$ cat src/rtl/vga_clk_en_gen.sv
// Multi-channel programmable clock-enable generator for the VGA subsystem.
// Each channel produces a one-cycle CE strobe and a pulse or 50% toggle waveform.

module vga_clk_en_ch #(
   parameter int WIDTH = 16
) (
   input  logic             CLK,
   input  logic             RST,
   input  logic             en_i,
   input  logic             sync_i,
   input  logic             load_i,
   input  logic [WIDTH-1:0] div_new_i,
   input  logic             mode_new_i,
   input  logic [WIDTH-1:0] div_stg_i,
   input  logic             mode_stg_i,
   output logic             ce_o,
   output logic             co_o,
   output logic             pend_d_o
);

   localparam logic [WIDTH-1:0] ONE = WIDTH'(1);

   logic [WIDTH-1:0] cnt_q, cnt_d, div_q, div_d, d_eff;
   logic             mode_q, mode_d, ce_q, ce_d, co_q, co_d, pend_q, pend_d;
   logic             term, apply;

   assign d_eff = (div_q == '0) ? ONE : div_q;
   assign term  = (cnt_q == d_eff - ONE);

   always_comb begin
      cnt_d  = cnt_q;
      div_d  = div_q;
      mode_d = mode_q;
      ce_d   = ce_q;
      co_d   = co_q;
      pend_d = pend_q;
      apply  = 1'b0;
      if (sync_i) begin
         cnt_d  = '0;
         ce_d   = 1'b0;
         co_d   = 1'b0;
         pend_d = 1'b0;
         // A LOAD coinciding with SYNC bypasses the staging registers.
         if (load_i) begin
            div_d  = div_new_i;
            mode_d = mode_new_i;
         end else if (pend_q) begin
            div_d  = div_stg_i;
            mode_d = mode_stg_i;
         end
      end else begin
         if (!en_i) begin
            cnt_d = '0;
            ce_d  = 1'b0;
            co_d  = 1'b0;
            apply = pend_q;
         end else if (term) begin
            cnt_d = '0;
            ce_d  = 1'b1;
            co_d  = mode_q ? ~co_q : 1'b1;
            apply = pend_q;
            if (pend_q && (mode_stg_i != mode_q)) co_d = 1'b0;
         end else begin
            cnt_d = cnt_q + ONE;
            ce_d  = 1'b0;
            if (!mode_q) co_d = 1'b0;
         end
         if (apply) begin
            div_d  = div_stg_i;
            mode_d = mode_stg_i;
            pend_d = 1'b0;
         end
         if (load_i) pend_d = 1'b1;
      end
   end

   always_ff @(posedge CLK or negedge RST) begin
      if (!RST) begin
         cnt_q  <= '0;
         div_q  <= ONE;
         mode_q <= 1'b0;
         ce_q   <= 1'b0;
         co_q   <= 1'b0;
         pend_q <= 1'b0;
      end else begin
         cnt_q  <= cnt_d;
         div_q  <= div_d;
         mode_q <= mode_d;
         ce_q   <= ce_d;
         co_q   <= co_d;
         pend_q <= pend_d;
      end
   end

   assign ce_o     = ce_q;
   assign co_o     = co_q;
   assign pend_d_o = pend_d;

endmodule

module vga_clk_en_gen #(
   parameter int CH    = 2,
   parameter int WIDTH = 16
) (
   input  logic                CLK,
   input  logic                RST,
   input  logic [CH-1:0]       EN,
   input  logic [CH*WIDTH-1:0] DIV,
   input  logic [CH-1:0]       MODE,
   input  logic                LOAD,
   input  logic                SYNC,
   output logic [CH-1:0]       CE_OUT,
   output logic [CH-1:0]       CLK_OUT,
   output logic                BUSY
);

   logic [CH-1:0][WIDTH-1:0] div_in, div_stg_q;
   logic [CH-1:0]            mode_stg_q, pend_d;
   logic                     busy_q;

   assign div_in = DIV;

   always_ff @(posedge CLK or negedge RST) begin
      if (!RST) begin
         div_stg_q  <= '0;
         mode_stg_q <= '0;
         busy_q     <= 1'b0;
      end else begin
         if (LOAD) begin
            div_stg_q  <= div_in;
            mode_stg_q <= MODE;
         end
         busy_q <= |pend_d;
      end
   end

   for (genvar g = 0; g < CH; g++) begin : g_ch
      vga_clk_en_ch #(.WIDTH(WIDTH)) u_ch (
         .CLK        (CLK),
         .RST        (RST),
         .en_i       (EN[g]),
         .sync_i     (SYNC),
         .load_i     (LOAD),
         .div_new_i  (div_in[g]),
         .mode_new_i (MODE[g]),
         .div_stg_i  (div_stg_q[g]),
         .mode_stg_i (mode_stg_q[g]),
         .ce_o       (CE_OUT[g]),
         .co_o       (CLK_OUT[g]),
         .pend_d_o   (pend_d[g])
      );
   end

   assign BUSY = busy_q;

endmodule

$ cat config.mk
export PLATFORM = sky130hd
export DESIGN_NAME = vga_clk_en_gen
export DESIGN_NICKNAME = d
export VERILOG_FILES = /design/src/rtl/vga_clk_en_gen.sv
export SDC_FILE = /design/constraint.sdc
export NUM_CORES = 1
export LEC_CHECK = 0
export CELL_PAD_IN_SITES_DETAIL_PLACEMENT = 2
export CELL_PAD_IN_SITES_GLOBAL_PLACEMENT = 2
export CORE_MARGIN = 3
export CORE_UTILIZATION = 42
export DETAILED_ROUTE_END_ITERATION = 10
export PLACE_DENSITY_LB_ADDON = 0.1
export SLEW_MARGIN = 25
export SYNTH_ARGS = -nofsm -noshare
export SYNTH_HDL_FRONTEND = slang
export SYNTH_SLANG_ARGS = --single-unit
export TNS_END_PERCENT = 10
$ cat constraint.sdc
create_clock -name CLK -period 7.7 [get_ports CLK]
set_clock_uncertainty 0.1 [all_clocks]
set_input_delay 1.54 -clock CLK [delete_from_list [all_inputs] [get_ports CLK]]
set_output_delay 1.54 -clock CLK [all_outputs]
set_load 0.05 [all_outputs]
==> metrics.csv <==
stage;metric;value;unit
status;status;finished, final reports clean;
setup_path;path_cells;or4_1, nor3_1, a21oi_1, ha_1, nor3b_1, nand2b_1, xor2_1, o221ai_1, nor4_2, a31o_1, buf_4, o22ai_1, o21bai_1;
power_and_ir_drop;p_leak;2.58;nW
yosys;synthArstFlopShare;100;%
yosys;ys_types;59;
cts;hold_buffers;0;
floorplanning;die_h;122;um
placement;place.gp.congestion;0.832;
placement;dp.cells;724;
timing;setup-tns-final;0;ps
cts;cts.repair.resized;0;
grt;grt_usage;23.7;%
timing;rsz0062_at_grt;no;
detailed_routing;drt-initial-drc-count;201;
yosys;synthCells;533;
final_layout;n_fill_cell;1322;
yosys;syn_area;5680;um2
worst_hold_path;hp-class;flip-flop to flip-flop;
yosys;synth-main-ff-cell;dfrtp_1;
final_layout;drive_above_1_share;12.1;%
setup_path;crit_start;g_ch[1].u_ch.div_q[5];
detailed_routing;met1Wirelength;6.67;mm
detailed_routing;drtAntennaViolNets;0;
cts;post_cts_buffers;0;
detailed_routing;detail_route.first_pass.iterations;4;
timing;hold_violations;0;
grt;grt_max_degree;80;
placement;hpwl;11.6;mm
final_layout;final_cell_mix;dfrtp_1 (105), nor2_1 (52), clkdlybuf4s50_1 (43), o22ai_1 (36), mux2_2 (34);
setup_path;crit_type;flip-flop to flip-flop;
setup_path;cpMaxStageDelayCell;or4_1;
setup_path;critical_path_buf_inv_count;1;
floorplanning;num_io_pins;45;
cts;clk_path_buf_depth;2;
grt;overflow;0;
floorplanning;std_cell_rows;41;
yosys;synth.net_count;577;
worst_hold_path;min_from;div_stg_q[6];
placement;portBuffers;44;
setup_path;arrival;4370;ps
final_layout;nets;607;
cts;numCtsBuffers;9;
final_layout;final_common_cell;dfrtp_1;
setup_path;startpoint_type;flip-flop;
detailed_routing;met2_length;9.39;mm
yosys;synth-edff-count;0;
cts;clk-insertion-delay-late;360;ps
cts;htree_levels;3;
floorplanning;fp.dieW;122;um
setup_path;cp_top_family;simple AND/OR/NAND/NOR gates;
setup_path;crit_required;7820;ps
detailed_routing;vias;4377;
final_layout;diodes;0;
detailed_routing;drc;0;
cts;path_clk_slew;80;ps
yosys;yosysSeqAreaShare;47.2;%
grt;first_global_vias;4957;
power_and_ir_drop;irDropWorstVdd;0.173;mV
power_and_ir_drop;power;1.44;mW
yosys;synth_warnings;0;
cts;cts.sinks;107;
timing;worstMarginPinSlew;758;ps
final_layout;final_util;50.7;%
cts;cts_tree;yes;
timing;slew_viol_final;0;
flow_run;max_cap_violations;0;
timing;clock.fmax;0.235;GHz
detailed_routing;top_layer;met4;
timing;min_period;4250;ps
detailed_routing;wl;16.7;mm
final_layout;fin_cells;740;
floorplanning;core_area;12900;um2
setup_path;endpoint_kind;flip-flop;
grt;antenna_found_initial;0;
setup_path;cpPeakStageDelay;690;ps
detailed_routing;wl_per_cell;22.5;um
cts;root_buffer;clkbuf_16;
yosys;ys_ff_latch;107;
yosys;synth_area_per_cell;10.6;um2
detailed_routing;met3WireLength;364;um
power_and_ir_drop;power_density;219;nW/um2
grt;grt_pass1_wl;27.2;mm
floorplanning;die_area;14900;um2
setup_path;r2r-start;g_ch[1].u_ch.div_q[5];
timing;max_slew_margin;49.5;%
floorplanning;start_util;43.9;%
timing;fin_crit_sh;55.2;%
detailed_routing;vias_per_cell;5.91;
setup_path;cp_max_fo;34;
final_layout;area_growth;15.5;%
timing;setup_viol;0;
## where the power goes
| part | leakage (nW) | switching [mW] | internal (mW) | total, mW |
|---|---|---|---|---|
| sequential | 1.31 | 0.0734 | 0.615 | 0.688 |
| clock | 0.149 | 0.215 | 0.295 | 0.509 |
| combinational | 1.12 | 0.119 | 0.123 | 0.241 |
## layout make-up
| type | instances | area, um2 | area share, % |
|---|---|---|---|
| multi-input cells | 386 | 2820 | 43.1 |
| inverters | 10 | 37.5 | 0.573 |
| clock inverters | 4 | 75.1 | 1.15 |
| well taps | 172 | 215 | 3.28 |
| flip-flops and latches | 107 | 2680 | 40.9 |
| clock buffers | 12 | 246 | 3.76 |
| repair buffers | 49 | 479 | 7.31 |
## sequential cells by signal (all words and copies together) (netlist names)
signal / flops
div_stg_q: 32
g_ch.u_ch.cnt_q: 32
g_ch.u_ch.div_q: 32
g_ch.u_ch.ce_o: 2
g_ch.u_ch.co_o: 2
g_ch.u_ch.mode_q: 2
g_ch.u_ch.pend_q: 2
mode_stg_q: 2
BUSY: 1
## worst register-to-register path: cells and delay by family (launching register included)
family          cells  cell delay (ps)
compound gates      5              970
xor+xnor            1              180
fa+ha+maj           1              260
buf+inv             1              400
flops               1              450
simple gates        5             1770
## cells in the mapped netlist (2+ instances only)
| cell | count | area share (%) |
|---|---|---|
| buf_1 | 4 | 0.26 |
| xnor2_1 | 28 | 4.3 |
| or3_1 | 5 | 0.55 |
| mux2i_1 | 2 | 0.35 |
| a2bb2oi_1 | 26 | 4.0 |
| nor2_1 | 52 | 3.4 |
| o21ai_0 | 3 | 0.26 |
| nand3_1 | 23 | 2.0 |
| nand2_1 | 17 | 1.1 |
| o2111ai_1 | 2 | 0.31 |
| a2bb2oi_2 | 6 | 1.6 |
| dfstp_2 | 2 | 0.93 |
| a211oi_1 | 4 | 0.53 |
| mux2_2 | 34 | 6.7 |
| or4_1 | 8 | 1.1 |
| dfrtp_1 | 105 | 46 |
| nor4_1 | 6 | 0.66 |
| ha_1 | 4 | 0.88 |
| inv_1 | 10 | 0.66 |
| a21boi_4 | 2 | 0.66 |
| nor3_1 | 10 | 0.88 |
| buf_4 | 5 | 0.66 |
| a31oi_1 | 4 | 0.44 |
| nand3b_1 | 4 | 0.53 |
| and3_1 | 9 | 0.99 |
| o22ai_1 | 36 | 4.0 |
| a21oi_1 | 13 | 1.1 |
| nor3b_1 | 4 | 0.53 |
| o2bb2a_1 | 2 | 0.35 |
| nand4_1 | 5 | 0.55 |
| clkbuf_1 | 18 | 1.2 |
| and4b_1 | 2 | 0.35 |
| nor2b_1 | 4 | 0.44 |
| nand2b_1 | 8 | 0.88 |
| o21bai_1 | 2 | 0.26 |
| buf_2 | 2 | 0.18 |
| xor2_1 | 32 | 4.9 |
| a21o_1 | 2 | 0.26 |
| o41ai_1 | 2 | 0.31 |
| o31ai_1 | 5 | 0.66 |
| and4_1 | 3 | 0.46 |
## stage by stage
step / hold WS (ps) / instance area [um2] / setup slack, ps
2_1_floorplan: 346 / 5680 / 4040
3_3_place_gp: 374 / 6220 / 3630
3_5_place_dp: 398 / 6220 / 3450
4_1_cts: 415 / 6550 / 3400
5_1_grt: 436 / 6560 / 3150
6_report: 409 / 6560 / 3450
## path summary, 6_finish.rpt
check / to / slack [ps] / depth (start not counted)
min in group asynchronous: div_stg_q[23] / 1000 / 1
hold / removal: div_stg_q[6] / 410 / 1
max in group asynchronous: g_ch[0].u_ch.cnt_q[7] / 5420 / 2
setup reg to reg: BUSY / 3450 / 13
setup / recovery: BUSY / 3450 / 13
hold reg to reg: div_stg_q[6] / 410 / 1
## cell families (layout without fill, tap and decap cells)
group,after synthesis,count (layout),synth area share [%]
simple gates,165,165,15.3
compound gates,121,121,17.0
flops,107,107,47.2
xor+xnor,60,60,9.26
buf+inv,40,75,3.15
mux,36,36,7.10
fa+ha+maj,4,4,0.882
## metal layers
layer  global-route usage, %  vias up
met4                    6.44        0
met1                    26.7     2286
met5                       0        -
li1                        -     2019
met3                    4.33       19
met2                    45.6       53
No activity file was read; power rests on OpenSTA's default activity.
